`config.mk`:
```
export PLATFORM = sky130hd
export DESIGN_NAME = sha_word_window
export DESIGN_NICKNAME = d
export VERILOG_FILES = /design/src/rtl/sha_word_window.sv
export SDC_FILE = /design/constraint.sdc
export NUM_CORES = 1
export LEC_CHECK = 0
export BUFFER_PORTS_ARGS = -buffer_cell sky130_fd_sc_hd__buf_2
export CAP_MARGIN = 20
export CORE_AREA = 2 2 244 246
export DETAILED_ROUTE_END_ITERATION = 8
export DIE_AREA = 0 0 246 248
export SYNTH_ARGS = -nofsm -noshare
export SYNTH_HDL_FRONTEND = slang
export SYNTH_SLANG_ARGS = --single-unit
```
`constraint.sdc`:
```
create_clock -name CLK -period 20.8 [get_ports CLK]
set_clock_uncertainty 0.05 [all_clocks]
set_input_delay 1.04 -clock CLK [delete_from_list [all_inputs] [get_ports CLK]]
set_output_delay 1.04 -clock CLK [all_outputs]
set_load 0.1 [all_outputs]
```
`src/rtl/sha_word_window.sv`:
```
// Message-word window for the SHA-256 datapath: serially loads one DEPTH-word block,
// then streams words to the round core while an external expander refills the top tap.
//
// state | meaning
// IDLE  | window holds previous contents, waiting for the first word of a block
// LOAD  | collecting block words; load_cnt words accepted so far
// RUN   | emitting window[0] per handshake, refilling from fb_data
module sha_word_window #(
  parameter int WIDTH  = 32,
  parameter int DEPTH  = 16,
  parameter int ROUNDS = 64,
  parameter int CW     = 7
) (
  input  logic                   CLK,
  input  logic                   RST,
  input  logic                   clear,
  input  logic                   in_valid,
  output logic                   in_ready,
  input  logic [WIDTH-1:0]       in_data,
  input  logic [WIDTH-1:0]       fb_data,
  output logic [DEPTH*WIDTH-1:0] taps,
  output logic                   out_valid,
  input  logic                   out_ready,
  output logic [WIDTH-1:0]       out_data,
  output logic [CW-1:0]          round_cnt,
  output logic                   busy,
  output logic                   done
);

  localparam int LW = $clog2(DEPTH + 1);

  typedef enum logic [1:0] {IDLE, LOAD, RUN} state_t;

  state_t           state;
  logic [WIDTH-1:0] win [DEPTH];
  logic [LW-1:0]    load_cnt;
  logic             load_acc;
  logic             run_acc;
  logic             load_last;
  logic             run_last;

  assign in_ready  = (state != RUN);
  assign out_valid = (state == RUN);
  assign busy      = (state != IDLE);
  assign out_data  = win[0];

  assign load_acc  = in_valid & in_ready;
  assign run_acc   = out_valid & out_ready;
  assign load_last = (load_cnt == LW'(DEPTH - 1));
  assign run_last  = (round_cnt == CW'(ROUNDS - 1));

  always_comb begin
    taps = '0;
    for (int i = 0; i < DEPTH; i++) begin
      taps[i*WIDTH +: WIDTH] = win[i];
    end
  end

  always_ff @(posedge CLK or posedge RST) begin
    if (RST) begin
      state     <= IDLE;
      load_cnt  <= '0;
      round_cnt <= '0;
      done      <= 1'b0;
      for (int i = 0; i < DEPTH; i++) win[i] <= '0;
    end else if (clear) begin
      // Abort wins over any handshake presented in the same cycle.
      state     <= IDLE;
      load_cnt  <= '0;
      round_cnt <= '0;
      done      <= 1'b0;
      for (int i = 0; i < DEPTH; i++) win[i] <= '0;
    end else begin
      done <= 1'b0;
      unique case (state)
        IDLE, LOAD: begin
          if (load_acc) begin
            for (int i = 0; i < DEPTH - 1; i++) win[i] <= win[i+1];
            win[DEPTH-1] <= in_data;
            if (load_last) begin
              state     <= RUN;
              load_cnt  <= '0;
              round_cnt <= '0;
            end else begin
              state    <= LOAD;
              load_cnt <= load_cnt + 1'b1;
            end
          end
        end
        RUN: begin
          if (run_acc) begin
            for (int i = 0; i < DEPTH - 1; i++) win[i] <= win[i+1];
            win[DEPTH-1] <= fb_data;
            if (run_last) begin
              // Window keeps its shifted contents until the next load.
              state     <= IDLE;
              round_cnt <= '0;
              done      <= 1'b1;
            end else begin
              round_cnt <= round_cnt + 1'b1;
            end
          end
        end
        default: state <= IDLE;
      endcase
    end
  end

endmodule
```
==> results of run 1 <==
## worst max path at each step
stage	cells after the start	startpoint	to	slack, ps
3_5_place_dp	6	clear	taps[359]	15950
2_1_floorplan	1	RST	done	4980
3_3_place_gp	6	clear	taps[437]	16070
6_report	6	clear	taps[368]	16580
4_1_cts	6	clear	taps[368]	16610
5_1_grt	6	clear	taps[368]	16160
## area by class of cell
type	instances	share of cell area (%)
sequential	527	47.6
multi-input combinational	1597	30.0
timing repair buffer	639	11.9
clock buffer	93	6.47
tap	773	3.49
clock inverter	12	0.528
inverter	3	0.0677
## cell usage in the layout, fill, tap and decap left out, types with 3 or more instances in the layout
cell       synthesis  final
buf_2             10    622
dfrtp_1          527    527
nand2_1          518    518
nand2b_1         482    482
o21ai_0          271    271
o21ai_1          213    213
clkbuf_16          0     59
mux2i_1           32     32
o31ai_1           32     32
clkbuf_8           0     19
clkbuf_1          81     15
buf_4             52     12
nor2_1             7      7
clkinv_2           0      6
a21oi_1            4      4
nor3_1             3      3
bufinv_16          0      3
buf_12             0      3
## report_power, final
part	switching (µW)	total [µW]	internal, µW
clock network	410	1030	623
registers	16.2	1060	1040
logic	194	235	40.3
## flip-flops by register name, indices dropped and copies added, names as in the netlist
name	cells
taps	480
load_cnt	5
round_cnt	7
done	1
state	2
out_data	32
## tightest hold or removal path: stages (launching register included)
cell and delay, ps:
dfrtp_1 350, nand2_1 50, o21ai_0 60
## per-stage QoR
| step | util [%] | setup WS [ps] | cell area [µm²] | hold slack (ps) | power (µW) |
|---|---|---|---|---|---|
| 2_1_floorplan | - | 4980 | 22800 | 436 | 1270 |
| 3_3_place_gp | 44.1 | 16070 | 25800 | 424 | 1310 |
| 3_5_place_dp | 44.1 | 15950 | 25800 | 435 | 1310 |
| 4_1_cts | 47.4 | 16610 | 27700 | 448 | 2360 |
| 5_1_grt | 47.4 | 16160 | 27700 | 478 | 2420 |
| 6_report | 47.4 | 16580 | 27700 | 443 | 2320 |
## cell families (layout without fill, tap and decap cells)
group / after synthesis / after routing / synth area share [%]
buffers and inverters: 213 / 747 / 5.92
muxes: 33 / 33 / 1.45
adders and majority gates: 2 / 2 / 0.110
AOI/OAI and AO/OA: 532 / 532 / 12.2
and+or+nand+nor: 1029 / 1029 / 22.5
xor gates and xnor gates: 1 / 1 / 0.0384
DFF: 527 / 527 / 57.8
## layer usage
metal / wire [µm] / part of all wire, % / vias to the layer above
met5: 0 / 0 / -
met4: 1870 / 2.9 / 0
met3: 5130 / 7.8 / 106
met2: 31600 / 48 / 511
met1: 27000 / 41 / 8064
li1: - / - / 8539
==> metrics.txt, run 1 <==
core area about 0.058 mm²; largest net degree at the start of global routing 231; via count approximately 17000; post-route ant nets 0; Max VDD drop around 0.000054 V; wirelength, routed about 66000 µm; Final Setup Violations 0; Setup Buffers After CTS 0; Initial DRT Pass Iterations 7; CTS tree done; RSZ-0062 raised after global routing no; met2 Use GR 34.6%; initial cell density of the core 39.0%; Post-Syn Instances around 2300; largest stage delay on the critical path 900 ps; Syn Nets around 2400; post-DR vias/cell between 4 and 5; Syn-to-layout area delta 21.4%; port bufs 623; total grt overflow 0; Pwr per Cell Area between 80 and 90 mW/mm²; Post-synth EDFFs 0; synth top area cells dfrtp_1 58%, nand2b_1 13%, nand2_1 8.5%; layout cells sized above 1 25.7%; # diodes 0; clock root buffer clkbuf_16; startpoint types input port; synthesized flop and latch total approximately 530; P_leak 0.0135 µW; H-tree depth 2; max_cap viols 0; fraction of registers with async set/reset 100%; Final Non-Filler Cells roughly 3600; crit end category register; Avg WL per Cell 18.0 µm; status complete, no violations; post-synthesis sequential area ratio between 50% and 60%; FP Rows 89; average cell area after synthesis about 9.8 µm²; Hold Startpoint out_data[19]; CTS Buf Count 57; Sink Count ~530; CP max stage cell buf_4; Die ar. just over 0.06 mm²; r2r worst-path depth 6; Synth Cell Area ~0.023 mm²; CTS max path bufs 3; clk_lat worst skew roughly 600 ps; initial antenna violation count 1; first-pass GRT wire length approximately 99000 µm; crit-path max FO roughly 180; most frequent CP cell buf_4; Most used DFF post-synth dfrtp_1; Fill cells 5617; Register Area 0.0132 mm²; cell taking the most area after synthesis dfrtp_1; area share of the largest cell type after synthesis a little under 60%; DRC errors left 0; Least-Margin Pin Slew roughly 1100 ps; CTS clk-pin slew, worst paths around 60 ps; kind of critical path in2reg; DIE WIDTH between 200 and 250 µm; reg2reg start state[0]; CP Cell Sequence buf_8 > nor3_4 > buf_4 > buf_4 > buf_4 > o21ai_0; cell family with most CP delay buffers and inverters; post-CTS sizing 0; Hold Path Class reg2reg; WP buf/inv 4; flop-to-flop setup slack 16760 ps; hold path cells 2; dpl hpwl 46400 µm; Slew Limit Fails 0; Ys Warns 0; Hold Violations, Final 0; 1st-iter DRT viols about 1000; Layout Nets between 2000 and 3000; endpoint with the worst hold slack out_data[19]; GR met1 Demand/Resource about a quarter; cell with the most instances after synthesis dfrtp_1; synth unique cells 45; synth cell count leaders 527 x dfrtp_1, 518 x nand2_1, 482 x nand2b_1, 271 x o21ai_0, 213 x o21ai_1; area of the multi-input gates roughly 0.0083 mm²; Critical Path RT ~21000 ps; DP Cell Count about 3500; GRT Util Overall between 20% and 30%; met3 usage between 6 and 7%; number of global-route vias before repair around 17000; post-layout min period between 4000 and 5000 ps; Final GP Congestion 0.869; IO Pins 624; cts hold-fix bufs 0; FF-to-FF End taps[368]; setup TNS 0 ps; Chip Height ~250 µm; busiest layer in global routing met2; Tcrit/Tclk final between 20% and 30%; f_max roughly 240 MHz; Critical Path AT 4610 ps; Slew HR between 20% and 30%
No activity file was read; power rests on OpenSTA's default activity.
==> run 2, diff against run 1 <==
--- a/config.mk
+++ b/config.mk
@@ -5,11 +5,12 @@
 export SDC_FILE = /design/constraint.sdc
 export NUM_CORES = 1
 export LEC_CHECK = 0
+export ABC_AREA = 1
 export BUFFER_PORTS_ARGS = -buffer_cell sky130_fd_sc_hd__buf_2
 export CAP_MARGIN = 20
-export CORE_AREA = 2 2 244 246
+export CORE_AREA = 2 2 242 244
 export DETAILED_ROUTE_END_ITERATION = 8
-export DIE_AREA = 0 0 246 248
+export DIE_AREA = 0 0 244 246
 export SYNTH_ARGS = -nofsm -noshare
 export SYNTH_HDL_FRONTEND = slang
 export SYNTH_SLANG_ARGS = --single-unit
==> constraint.sdc (replaced) <==
create_clock -name CLK -period 3.9 [get_ports CLK]
set_clock_uncertainty 0.05 [all_clocks]
set_input_delay 0.195 -clock CLK [delete_from_list [all_inputs] [get_ports CLK]]
set_output_delay 0.195 -clock CLK [all_outputs]
set_load 0.1 [all_outputs]
==> run 2 against run 1 <==
Effect of this change:
- critical path depth is 1 higher
- routed wire length increased by 22%
- combinational power increased to 5.8 times the previous value
- synthesized area decreased by 1.6%
- global-route usage rose by 4.7 points
- final cell count rose by 4.6%
- power rose to 5.4 times the previous value
- clock-buffer cell count is 2 lower
- largest power group unchanged
==> metrics.txt, run 2 <==
synthesized flop and latch total around 530; Slew Limit Fails 0; Sink Count approximately 530; CTS tree done; Most used DFF post-synth dfrtp_1; Critical Path RT between 4000 and 5000 ps; IO Pins ~620; initial antenna violation count 0; via count 20800; Max VDD drop between 0.0003 and 0.0004 V; post-route ant nets 0; worst setup margin roughly 510 ps; most common cell after layout, fill and taps aside nand3_1; Hold Violations, Final 0; Fin Hold WS 201 ps; crit end category register; Setup WS pre-CTS ~990 ps; core area about 0.057 mm²; synth top area cells dfrtp_1 59%, nand3_1 22%, nand2_1 9.2%; r2r worst-path depth 7; Layout Nets between 3000 and 4000; Largest register FFs 480; kind of critical path reg2reg; 1st-iter DRT viols roughly 2300; clk_lat worst skew 610 ps; RSZ-0062 raised after global routing no; startpoint types register; dpl hpwl about 52000 µm; DIE WIDTH approximately 240 µm; Critical Path AT a little under 4000 ps; clock root buffer clkbuf_16; CTS max path bufs 3; Post-Syn Instances about 2500; layout cells sized above 1 around a quarter; Post-synth EDFFs 0; post-place instance area around 0.026 mm²; area share of the largest cell type after synthesis between 50 and 60%; Final GP Congestion ~0.9; design area roughly 0.028 mm²; post-DR vias/cell between 5 and 6; Syn-to-layout area delta 25.5%; P_leak 0.0165 µW; cell taking the most area after synthesis dfrtp_1; flop-to-flop setup slack 510 ps; post-CTS sizing 0; port bufs just over 600; Hold Path Class in2async; total grt overflow 0; Slew HR between 7 and 8%; Synth Cell Area approximately 0.022 mm²; # diodes 0; crit path to taps[504]; synth cell count leaders 998 x nand3_1, 549 x nand2_1, 527 x dfrtp_1, 99 x buf_2, 76 x nor2_1; average cell area after synthesis about 9.1 µm²; max_cap viols 0; DRC errors left 0; GRT Util Overall ~26%; f_max slightly below 300 MHz; Final Setup Violations 0; most frequent cells in the layout 998 x nand3_1, 623 x buf_2, 549 x nand2_1; wirelength, routed 79700 µm; Initial DRT Pass Iterations 6; cell with the most instances after synthesis nand3_1; H-tree depth 2; status complete, no violations; largest net degree at the start of global routing 238; Chip Height 246 µm; FP Rows between 80 and 90; first-pass GRT wire length approximately 120000 µm; fraction of registers with async set/reset 100%; CTS Buf Count 56; Syn Nets roughly 2600; crit-path max FO 108; number of global-route vias before repair about 20000; CTS clk-pin slew, worst paths 60 ps; Tcrit/Tclk final between 80% and 90%; synth unique cells 25; post-layout min period 3390 ps; Least-Margin Pin Slew 1390 ps; initial cell density of the core between 30% and 40%; Pwr per Cell Area 447 mW/mm²; Avg WL per Cell approximately 21 µm; Die ar. 0.0600 mm²; reg2reg start state[0]; Ys Warns 0; FF-to-FF End taps[504]; CP startpoint state[0]; post-synthesis sequential area ratio between 50% and 60%
[run 2: changes by cell type in the layout (fill, tap and decap cells not counted), sizes merged, moves of 33 or more]
cell	previous run	this run
nand3	2	998
nand2b	482	0
o21ai	484	4
nand2	518	552
o211ai	0	33
nor2	7	77
dlygate4sd3	0	68
[run 2: cell families (layout without fill, tap and decap cells)]
logic type / after synthesis / after routing / share of synthesized area (%)
AND/OR/NAND/NOR: 1630 / 1630 / 33.0
flip-flops: 527 / 527 / 58.7
buffers and inverters: 278 / 842 / 6.74
AO/OA/AOI/OAI: 41 / 41 / 1.32
XOR/XNOR: 3 / 3 / 0.117
adder cells (fa/ha/maj): 2 / 2 / 0.111
[run 2: area by class of cell]
cell class / instances / area [µm²]
Clock buffer: 91 / 1760
Inverter: 14 / 71.3
Multi-Input combinational cell: 1676 / 7770
Fill cell: 5468 / 29200
Sequential cell: 527 / 13200
Clock inverter: 14 / 188
Tap cell: 765 / 957
Timing Repair Buffer: 723 / 4240
[run 2: worst min path at each step]
stage | start | endpoint | slack [ps] | cells past startpoint
3_5_place_dp | RST | taps[62] | 290 | 2
4_1_cts | RST | taps[59] | 190 | 3
6_report | RST | out_data[29] | 200 | 3
2_1_floorplan | in_valid | state[0] | 230 | 1
5_1_grt | RST | out_data[28] | 240 | 3
3_3_place_gp | RST | taps[59] | 290 | 2
[run 2: through the flow]
stage,TNS (ps),util (%),cells,total power [µW]
floorplan,-1848260,-,2481,6780
global placement,0,44.5,3637,7060
detailed placement,0,44.5,3637,7070
CTS,0,49.1,3810,12700
global route,0,49.1,3810,13000
finish,0,49.1,3810,12600
[run 2: report_power, final]
group | internal [µW] | leakage, µW | total, µW | switching [µW]
logic | 234 | 0.00828 | 1370 | 1130
registers | 5560 | 0.00730 | 5660 | 104
clock network | 3330 | 0.000957 | 5580 | 2250
total | 9120 | 0.0165 | 12600 | 3480
[run 2: metal layers]
layer  vias up  routed length, µm  track usage [%]
met5         -                  0                0
met3       141               6710             5.89
met2       864              37900             40.7
met4         0               2840             8.90
met1     10300              32200             34.6
li1       9454                  -                -
[run 2: worst max-delay path, stage by stage, from the launching register on]
cell and delay (ps):
dfrtp_1 430, nor2_8 470, nand2_8 400, nand2_8 670
buf_4 420, o211ai_1 140, dlygate4sd3_1 620, nand2_1 70
[run 2: what timing repair did]
item,in CTS,in global routing
endpoints found under the hold margin,90,0
setup buffers,0,0
hold buffers,68,0
